`config.mk`:
```
export PLATFORM = sky130hd
export DESIGN_NAME = irq_vector_ctrl
export DESIGN_NICKNAME = d
export VERILOG_FILES = /design/src/rtl/irq_vector_ctrl.sv
export SDC_FILE = /design/constraint.sdc
export NUM_CORES = 1
export LEC_CHECK = 0
export ABC_AREA = 1
export CORE_UTILIZATION = 38
export CTS_CLUSTER_DIAMETER = 50
export DETAILED_ROUTE_END_ITERATION = 7
export PLACE_DENSITY = 0.77
export SLEW_MARGIN = 0
export SYNTH_ARGS = -nofsm -noshare
export SYNTH_HDL_FRONTEND = slang
export SYNTH_SLANG_ARGS = --single-unit
```
`constraint.sdc`:
```
create_clock -name clk -period 1.3 [get_ports clk]
set_clock_uncertainty 0.1 [all_clocks]
set_input_delay 0.26 -clock clk [delete_from_list [all_inputs] [get_ports clk]]
set_output_delay 0.26 -clock clk [all_outputs]
set_load 0.02 [all_outputs]
```
`src/rtl/irq_vector_ctrl.sv`:
```
// Interrupt recognition and vector generation for a 65xx-style core.
// Supports NUM_IRQ maskable level/edge channels, an edge-detected NMI and reset.
module irq_vector_ctrl #(
  parameter int          NUM_IRQ      = 8,
  parameter logic [7:0]  VEC_HI       = 8'hFF,
  parameter logic [7:0]  RES_VEC_LO   = 8'hFC,
  parameter logic [7:0]  NMI_VEC_LO   = 8'hFA,
  parameter logic [7:0]  BRK_VEC_LO   = 8'hFE,
  parameter logic [7:0]  IRQ_VEC_BASE = 8'hE0,
  parameter bit          NMI_BUG_FIX  = 1'b0
) (
  input  logic               clk,
  input  logic               reset,
  input  logic               ready,
  input  logic [NUM_IRQ-1:0] irq_in,
  input  logic [NUM_IRQ-1:0] irq_edge,
  input  logic [NUM_IRQ-1:0] irq_en,
  input  logic [NUM_IRQ-1:0] irq_clr,
  input  logic               nmi_in,
  input  logic               p_i,
  input  logic               brk_sw,
  input  logic               sample_stb,
  input  logic               ack_stb,
  output logic               intg,
  output logic               resp,
  output logic [7:0]         vector_lo,
  output logic [7:0]         vector_hi,
  output logic [4:0]         active_src,
  output logic [NUM_IRQ-1:0] pending
);

  localparam logic [4:0] SRC_NMI  = 5'd16;
  localparam logic [4:0] SRC_RES  = 5'd17;
  localparam logic [4:0] SRC_NONE = 5'd31;

  logic [NUM_IRQ-1:0] irq_q, irq_d;
  logic [NUM_IRQ-1:0] edge_pend_q, edge_pend_d;
  logic [NUM_IRQ-1:0] pending_q, pending_d;
  logic               nmi_last_q, nmi_last_d;
  logic               nmi_pend_q, nmi_pend_d;
  logic               intg_q, intg_d;
  logic               resp_q, resp_d;
  logic [4:0]         active_src_q, active_src_d;

  logic [NUM_IRQ-1:0] raw_pend;
  logic [4:0]         first_src;
  logic               nmi_keep;
  logic               rec_fire;
  logic               ack_fire;
  logic               ack_clr;

  always_comb begin
    irq_d      = irq_in;
    nmi_last_d = nmi_in;
    raw_pend   = (irq_edge & edge_pend_q) | (~irq_edge & irq_q);
    pending_d  = raw_pend & irq_en;

    // Lowest-numbered pending channel wins; scan high to low so low overwrites.
    first_src = SRC_NONE;
    for (int i = NUM_IRQ - 1; i >= 0; i--) begin
      if (pending_q[i]) first_src = 5'(i);
    end

    // With the fix enabled a software BRK neither consumes nor vectors to NMI.
    nmi_keep = NMI_BUG_FIX && brk_sw;
    rec_fire = ready && sample_stb && (reset || nmi_pend_q || ((|pending_q) && !p_i));
    ack_fire = ready && ack_stb && !rec_fire;

    intg_d       = intg_q;
    active_src_d = active_src_q;
    if (rec_fire) begin
      intg_d = 1'b1;
      if (reset)           active_src_d = SRC_RES;
      else if (nmi_pend_q) active_src_d = SRC_NMI;
      else                 active_src_d = first_src;
    end else if (ack_fire) begin
      intg_d       = 1'b0;
      active_src_d = SRC_NONE;
    end

    resp_d = resp_q && !(ready && sample_stb);

    // A new edge in the same cycle as a clear keeps the bit set.
    for (int i = 0; i < NUM_IRQ; i++) begin
      ack_clr        = ack_fire && (active_src_q == 5'(i)) && irq_edge[i];
      edge_pend_d[i] = (irq_in[i] && !irq_q[i]) ||
                       (edge_pend_q[i] && !(irq_clr[i] || ack_clr));
    end

    nmi_pend_d = (nmi_in && !nmi_last_q) || (nmi_pend_q && !(ack_fire && !nmi_keep));
  end

  always_ff @(posedge clk) begin
    if (reset) begin
      irq_q        <= '0;
      edge_pend_q  <= '0;
      pending_q    <= '0;
      nmi_last_q   <= 1'b0;
      nmi_pend_q   <= 1'b0;
      intg_q       <= 1'b1;
      resp_q       <= 1'b1;
      active_src_q <= SRC_RES;
    end else begin
      irq_q        <= irq_d;
      edge_pend_q  <= edge_pend_d;
      pending_q    <= pending_d;
      nmi_last_q   <= nmi_last_d;
      nmi_pend_q   <= nmi_pend_d;
      intg_q       <= intg_d;
      resp_q       <= resp_d;
      active_src_q <= active_src_d;
    end
  end

  // A pending NMI redirects the vector up to the acknowledge cycle.
  always_comb begin
    if (resp_q)                          vector_lo = RES_VEC_LO;
    else if (nmi_pend_q && !nmi_keep)    vector_lo = NMI_VEC_LO;
    else if (active_src_q < 5'(NUM_IRQ)) vector_lo = IRQ_VEC_BASE + {2'b00, active_src_q, 1'b0};
    else                                 vector_lo = BRK_VEC_LO;
  end

  assign vector_hi  = VEC_HI;
  assign intg       = intg_q;
  assign resp       = resp_q;
  assign active_src = active_src_q;
  assign pending    = pending_q;

endmodule

```
==> results of run 1 <==
-- what timing repair did --
item | CTS | global route
buffers inserted | 3 | 1
setup endpoints to repair | 35 | 30
gates resized for setup | 92 | 25
pin swaps | 8 | 5
-- report_power, final --
part	switching (uW)	internal, uW	total [uW]
Sequential	43.5	1080	1120
Combinational	318	308	626
Clock	354	363	717
-- per-stage QoR --
stage               total power, uW  TNS, ps
detailed placement             1720    -9440
finish                         2460    -2310
CTS                            2460    -2170
floorplan                      1430    -58.5
global route                   2600    -3770
global placement               1720    -8940
-- routing by layer --
layer | up-vias | track usage, % | part of all wire (%)
met5 | - | 0 | 0
met4 | 0 | 7.18 | 1.4
met3 | 6 | 5.07 | 6.3
met2 | 60 | 37.0 | 49
met1 | 745 | 23.3 | 43
li1 | 907 | - | -
-- critical path, cell delays in order (launching register included) --
cell	delay [ps]
dfxtp_4	370
nor2_4	150
nand3_2	80
nand2_2	60
inv_2	30
buf_6	120
-- layout make-up --
class	count	area, um^2
flip-flops and latches	33	681
fillers	389	1490
clock buffers	6	72.6
repair buffers	85	753
inverters	36	135
clock inverters	1	5.00
well taps	50	62.6
multi-input cells	173	828
-- cell usage in the layout (no fill, tap or decap), types with 3 or more instances in the layout --
cell             synthesis  layout
buf_2                    3       9
buf_4                   12      25
buf_6                    1       9
clkbuf_8                 0       5
clkdlybuf4s50_1          0      36
conb_1                   2      12
dfxtp_1                 33      23
dfxtp_2                  0       7
dfxtp_4                  0       3
inv_1                   34      33
nand2_1                 73      68
nand2_2                  0       5
nand3_1                 21      19
nor2_1                  42      36
nor2_4                   0       5
o21ai_0                  9       8
-- logic make-up (layout without fill, tap and decap cells) --
logic type,Yosys count,after routing,share of synthesized area (%)
AND/OR/NAND/NOR,145,145,36.8
AO/OA/AOI/OAI,16,16,6.20
buffers and inverters,52,128,15.6
other,2,12,0.465
flip-flops,33,33,40.9
-- sequential cells by signal (all words and copies together), names as in the netlist --
register     count
edge_pend_q      8
irq_q            8
pending          8
active_src       5
intg             1
nmi_last_q       1
nmi_pend_q       1
resp             1
-- worst paths after layout --
kind / from / endpoint / slack, ps
setup / recovery: active_src[3] / vector_lo[1] / -170
hold / removal: ready / resp / 340
setup reg to reg: nmi_pend_q / edge_pend_q[1] / -130
hold reg to reg: intg / intg / 350
==> summary.txt, run 1 <==
Outcome
  – Status: finished, violations left
  – Failing checks: negative setup slack

Global routing
  – Global-route usage over all layers: 20.6%
  – Via count of the first global-routing pass: around 1600
  – First-pass GRT wire length: around 6900 um
  – Antenna violations before repair: 0
  – Grt total ovfl: 0
  – Maximum number of pins on one net before global-route repair: 20

Final layout
  – Share of the core filled with cells: between 60 and 70%
  – Number of cells in the finished layout apart from fillers: ~380
  – Design Area, Final: roughly 2500 um^2
  – Number of nets at the end of the flow: about 370
  – Area added between synthesis and finish: 57.2%
  – # diodes: 0
  – Share of layout cells above drive strength 1: between 20 and 25%

Timing
  – Final Critical Period: 1470 ps
  – Share of the clock period used by the worst path: 113%
  – Smallest setup slack after layout: -165 ps
  – Achievable clock frequency: between 600 and 700 MHz
  – Number of pins with negative max-slew slack in the final report: 0
  – Final number of setup-violating endpoints: 19
  – Unrepaired setup endpoints after global routing: yes
  – Fin Hold WS: between 300 and 400 ps
  – Final hold violation count: 0

Floorplan
  – Height of the die: about 67 um
  – Floorplan die area: ~4500 um^2
  – I/O pin cnt: 71
  – Number of rows in the core area: 23
  – Width of the chip: between 60 and 70 um
  – Core area: 4030 um^2
  – Effective utilization at floorplan: about two fifths

Logic synthesis
  – Area contributors post-synth: dfxtp_1 (41%), nand2_1 (17%), nor2_1 (9.8%), inv_1 (7.9%), nand3_1 (6.5%)
  – Most frequently used flop master after synthesis: dfxtp_1
  – Count of mapped cells out of synthesis: around 250
  – Async set-reset flop share out of synthesis: 0%
  – Most used standard cells in the synthesized netlist: nand2_1 (73), nor2_1 (42), inv_1 (34), dfxtp_1 (33), nand3_1 (21)
  – Share of synthesized area occupied by flip-flops and latches: 40.9%
  – Syn Std Cell Area: about 1600 um^2
  – Most area-hungry cell type in the Yosys netlist: dfxtp_1
  – Top cell type's share of synthesized area: between 40% and 50%
  – Library cells used by synthesis: 23
  – Register bit count reported by yosys: 33
  – Number of flops mapped to enable cells by yosys: 0
  – Yosys warning total: 0
  – Post-Synthesis Mean Instance Area: roughly 6.5 um^2
  – Count leader, synth: nand2_1

Worst setup path
  – Classification of the worst setup path: flip-flop to primary output
  – Data arrival time of the critical path: between 1000 and 1500 ps
  – Critical path peak fanout: 4
  – Required time of the critical path: about 940 ps
  – Critical Path Source Type: flip-flop
  – Reg2Reg Depth: 8
  – Critical path endpoint category: primary output

Hold path
  – Hold-critical path depth: 4
  – Kind of path behind the tightest hold check: input port to flip-flop

Placed design
  – Worst slack after detailed placement: -516 ps
  – Placer congestion estimate: 0.801
  – Placed instance area: 2380 um^2
  – Number of buffer cells added on primary ports: between 50 and 60
  – Detailed placer's ending HPWL: around 3200 um
  – Number of placed cells counting well taps: ~370

Drt
  – Routed via count: about 1700
  – Post-detailed-routing wire length: ~4200 um
  – Average detailed-routed wire length per instance: approximately 11 um
  – Remaining routing DRC violations: 0
  – Vias per inst: about 4.5
  – Detail Route Antenna Nets: 0
  – DRT Pass-1 Iters: 4
  – Drt first-iter violations: 56

Clocking
  – Clock tree buffer depth: 2
  – Clock tree from TritonCTS: built
  – Clock latency on the worst-skew pair: between 200 and 300 ps
  – Hold-fix buffers at CTS: 0
  – Number of clock sinks: 33
  – TritonCTS Buffers: 5
  – Master cell of the clock root buffer: clkbuf_8
  – Clock-pin transition on the worst setup and hold timing paths: ~70 ps
  – H-tree Lvls: 2

Power
  – IR drop worst, VDD: between 500 and 600 uV
  – PD cells: between 900 and 1000 nW/um^2
  – Standby leakage power: 0.00121 uW

Flow run
  – Max-cap viol count: 0
Note: power is estimated with default switching activity, not from simulation.
==> run 2: changes to the inputs <==
CORE_UTILIZATION = 45   (was 38)
PLACE_DENSITY = 0.85   (was 0.77)
clock period = 1.89 ns   (was 1.3 ns; I/O delays follow)
==> summary.txt, run 2 (same netlist as run 1, synthesis figures left out) <==
Drt
  – Detailed-routed wire length on met3: 241 um (-9.7%)
  – Routed wl met2: 1770 um (-15%)
  – Drt first-iter violations: 59 (+5.4%)
  – Remaining routing DRC violations: 0 (unchanged)
  – Post-detailed-routing wire length: 3730 um (-12%)
  – Highest metal layer with signal wires: met4
  – Detail Route Antenna Nets: 0 (unchanged)
  – DRT Pass-1 Iters: 4 (unchanged)
  – Detailed-route wire length on metal 1: 1630 um (-10%)
  – Vias per inst: 4.50 (+0.67%)
  – Routed via count: 1635 (-4.8%)
  – Average detailed-routed wire length per instance: 10.3 um (-6.6%)

Final layout
  – Share of layout cells above drive strength 1: 6.94% (-18 points)
  – Number of cells in the finished layout apart from fillers: 363 (-5.5%)
  – # diodes: 0 (unchanged)
  – Fill cell total of the finished layout: 283 (-27%)
  – Leading cell type in the layout, fill and taps excluded: nand2_1
  – Number of nets at the end of the flow: 356 (-4.8%)
  – Design Area, Final: 2300 um^2 (-9.4%)
  – Commonest cells after routing, fill and taps aside: nand2_1 (73), clkdlybuf4s50_1 (47), nor2_1 (41), inv_1 (34), dfxtp_1 (32)
  – Area added between synthesis and finish: 42.5%
  – Reg area: 662 um^2 (-2.8%)
  – Share of the core filled with cells: 67.8% (+4.9 points)
  – Combined area of the multi-input logic cells: 747 um^2 (-9.8%)

Clocking
  – Master cell of the clock root buffer: clkbuf_4
  – Clock tree buffer depth: 2 (unchanged)
  – Clock-pin transition on the worst setup and hold timing paths: 90 ps (+20 ps)
  – H-tree Lvls: 2 (unchanged)
  – Clock tree from TritonCTS: built
  – TritonCTS Buffers: 5 (unchanged)
  – Clock latency on the worst-skew pair: 340 ps (+50 ps)
  – Hold-fix buffers at CTS: 0 (unchanged)
  – Number of clock sinks: 33 (unchanged)
  – Buffers inserted by post-CTS timing repair: 0 (-3)

Worst setup path
  – Critical Path Source Type: flip-flop
  – Classification of the worst setup path: flip-flop to primary output
  – Critical path endpoint category: primary output
  – Data arrival time of the critical path: 1360 ps (+250 ps)
  – Slowest stage delay, CP: 630 ps (+260 ps)
  – Required time of the critical path: 1410 ps (+470 ps)
  – Critical Path, Cell by Cell: clkdlybuf4s50_1
  – Critical path peak fanout: 3 (-1)
  – Largest delay share family, worst path: buffers and inverters
  – Buffering stage count on the worst path with inverters included: 1 (-1)
  – Critical path's slowest cell: clkdlybuf4s50_1

Global routing
  – Via count of the first global-routing pass: 1363 (-13%)
  – Global-route usage over all layers: 21.6% (+1.0 points)
  – Grt total ovfl: 0 (unchanged)
  – Antenna violations before repair: 0 (unchanged)
  – Maximum number of pins on one net before global-route repair: 20 (unchanged)
  – First-pass GRT wire length: 5840 um (-15%)

Floorplan
  – Effective utilization at floorplan: 47.6% (+7.6 points)
  – Floorplan die area: 3830 um^2 (-15%)
  – Height of the die: 61.9 um (-7.9%)
  – I/O pin cnt: 71 (unchanged)
  – Core area: 3390 um^2 (-16%)
  – Width of the chip: 61.9 um (-7.9%)
  – Number of rows in the core area: 21 (-8.7%)

Placed design
  – Number of placed cells counting well taps: 355 (-4.8%)
  – Placed instance area: 2240 um^2 (-6.1%)
  – Number of buffer cells added on primary ports: 57 (unchanged)
  – Detailed placer's ending HPWL: 2940 um (-8.7%)
  – Placer congestion estimate: 0.874 (+9.1%)

Timing
  – Number of pins with negative max-slew slack in the final report: 0 (unchanged)
  – Unrepaired setup endpoints after global routing: no
  – Share of the clock period used by the worst path: between 90% and 100%
  – Final hold violation count: 0 (unchanged)
  – Fin Hold WS: 364 ps (+27.2 ps)
  – Final number of setup-violating endpoints: 0 (-19)
  – Final Critical Period: ~1800 ps
  – Achievable clock frequency: 545 MHz
  – Total Negative Setup Slacks: 0 ps (+2310 ps)

Outcome
  – Status: finished, final reports clean

Hold path
  – Kind of path behind the tightest hold check: flip-flop to flip-flop

Power
  – Standby leakage power: 0.00111 uW (-8.8%)
  – IR drop worst, VDD: 485 uV (-12%)
  – PD cells: 651 nW/um^2 (-33%)

Flow run
  – Max-cap viol count: 0 (unchanged)
-- run 2: final timing paths --
check	startpoint	to	slack (ps)	cells past startpoint
worst max-delay path	pending[6]	pending[6]	50	1
worst min-delay path	intg	intg	360	2
worst max register to register	nmi_pend_q	edge_pend_q[3]	330	8
worst min register to register	intg	intg	360	2
-- run 2: area by class of cell --
| class | count | area share (%) |
|---|---|---|
| repair buffers | 67 | 28.2 |
| flip-flops and latches | 33 | 28.8 |
| multi-input cells | 173 | 32.5 |
| inverters | 36 | 5.88 |
| clock buffers | 8 | 2.12 |
| well taps | 46 | 2.50 |
-- run 2: report_power, final --
| group | internal [uW] | switching [uW] | leakage, uW | total, uW |
|---|---|---|---|---|
| logic | 169 | 190 | 0.000806 | 359 |
| clock network | 148 | 225 | 0.0000265 | 373 |
| registers | 740 | 26.2 | 0.000273 | 766 |
| total | 1060 | 441 | 0.00111 | 1500 |
-- run 2: repair_timing --
action,CTS,global route
resized for setup,7,7
endpoints found under the setup margin,6,5
endpoints found under the hold margin,0,0
-- run 2: metal layers --
layer / global-route usage [%] / up-vias
met4: 10.5 / 0
li1: - / 872
met1: 25.0 / 700
met3: 6.63 / 7
met2: 36.3 / 56
met5: 0 / -
-- run 2: metrics by stage --
stage | total power (uW) | worst slack, ps
after floorplan | 981 | 355
after global placement | 1140 | 15.6
after detailed placement | 1140 | -24.1
after CTS | 1510 | 10.3
after global routing | 1600 | 4.89
final | 1500 | 54.4
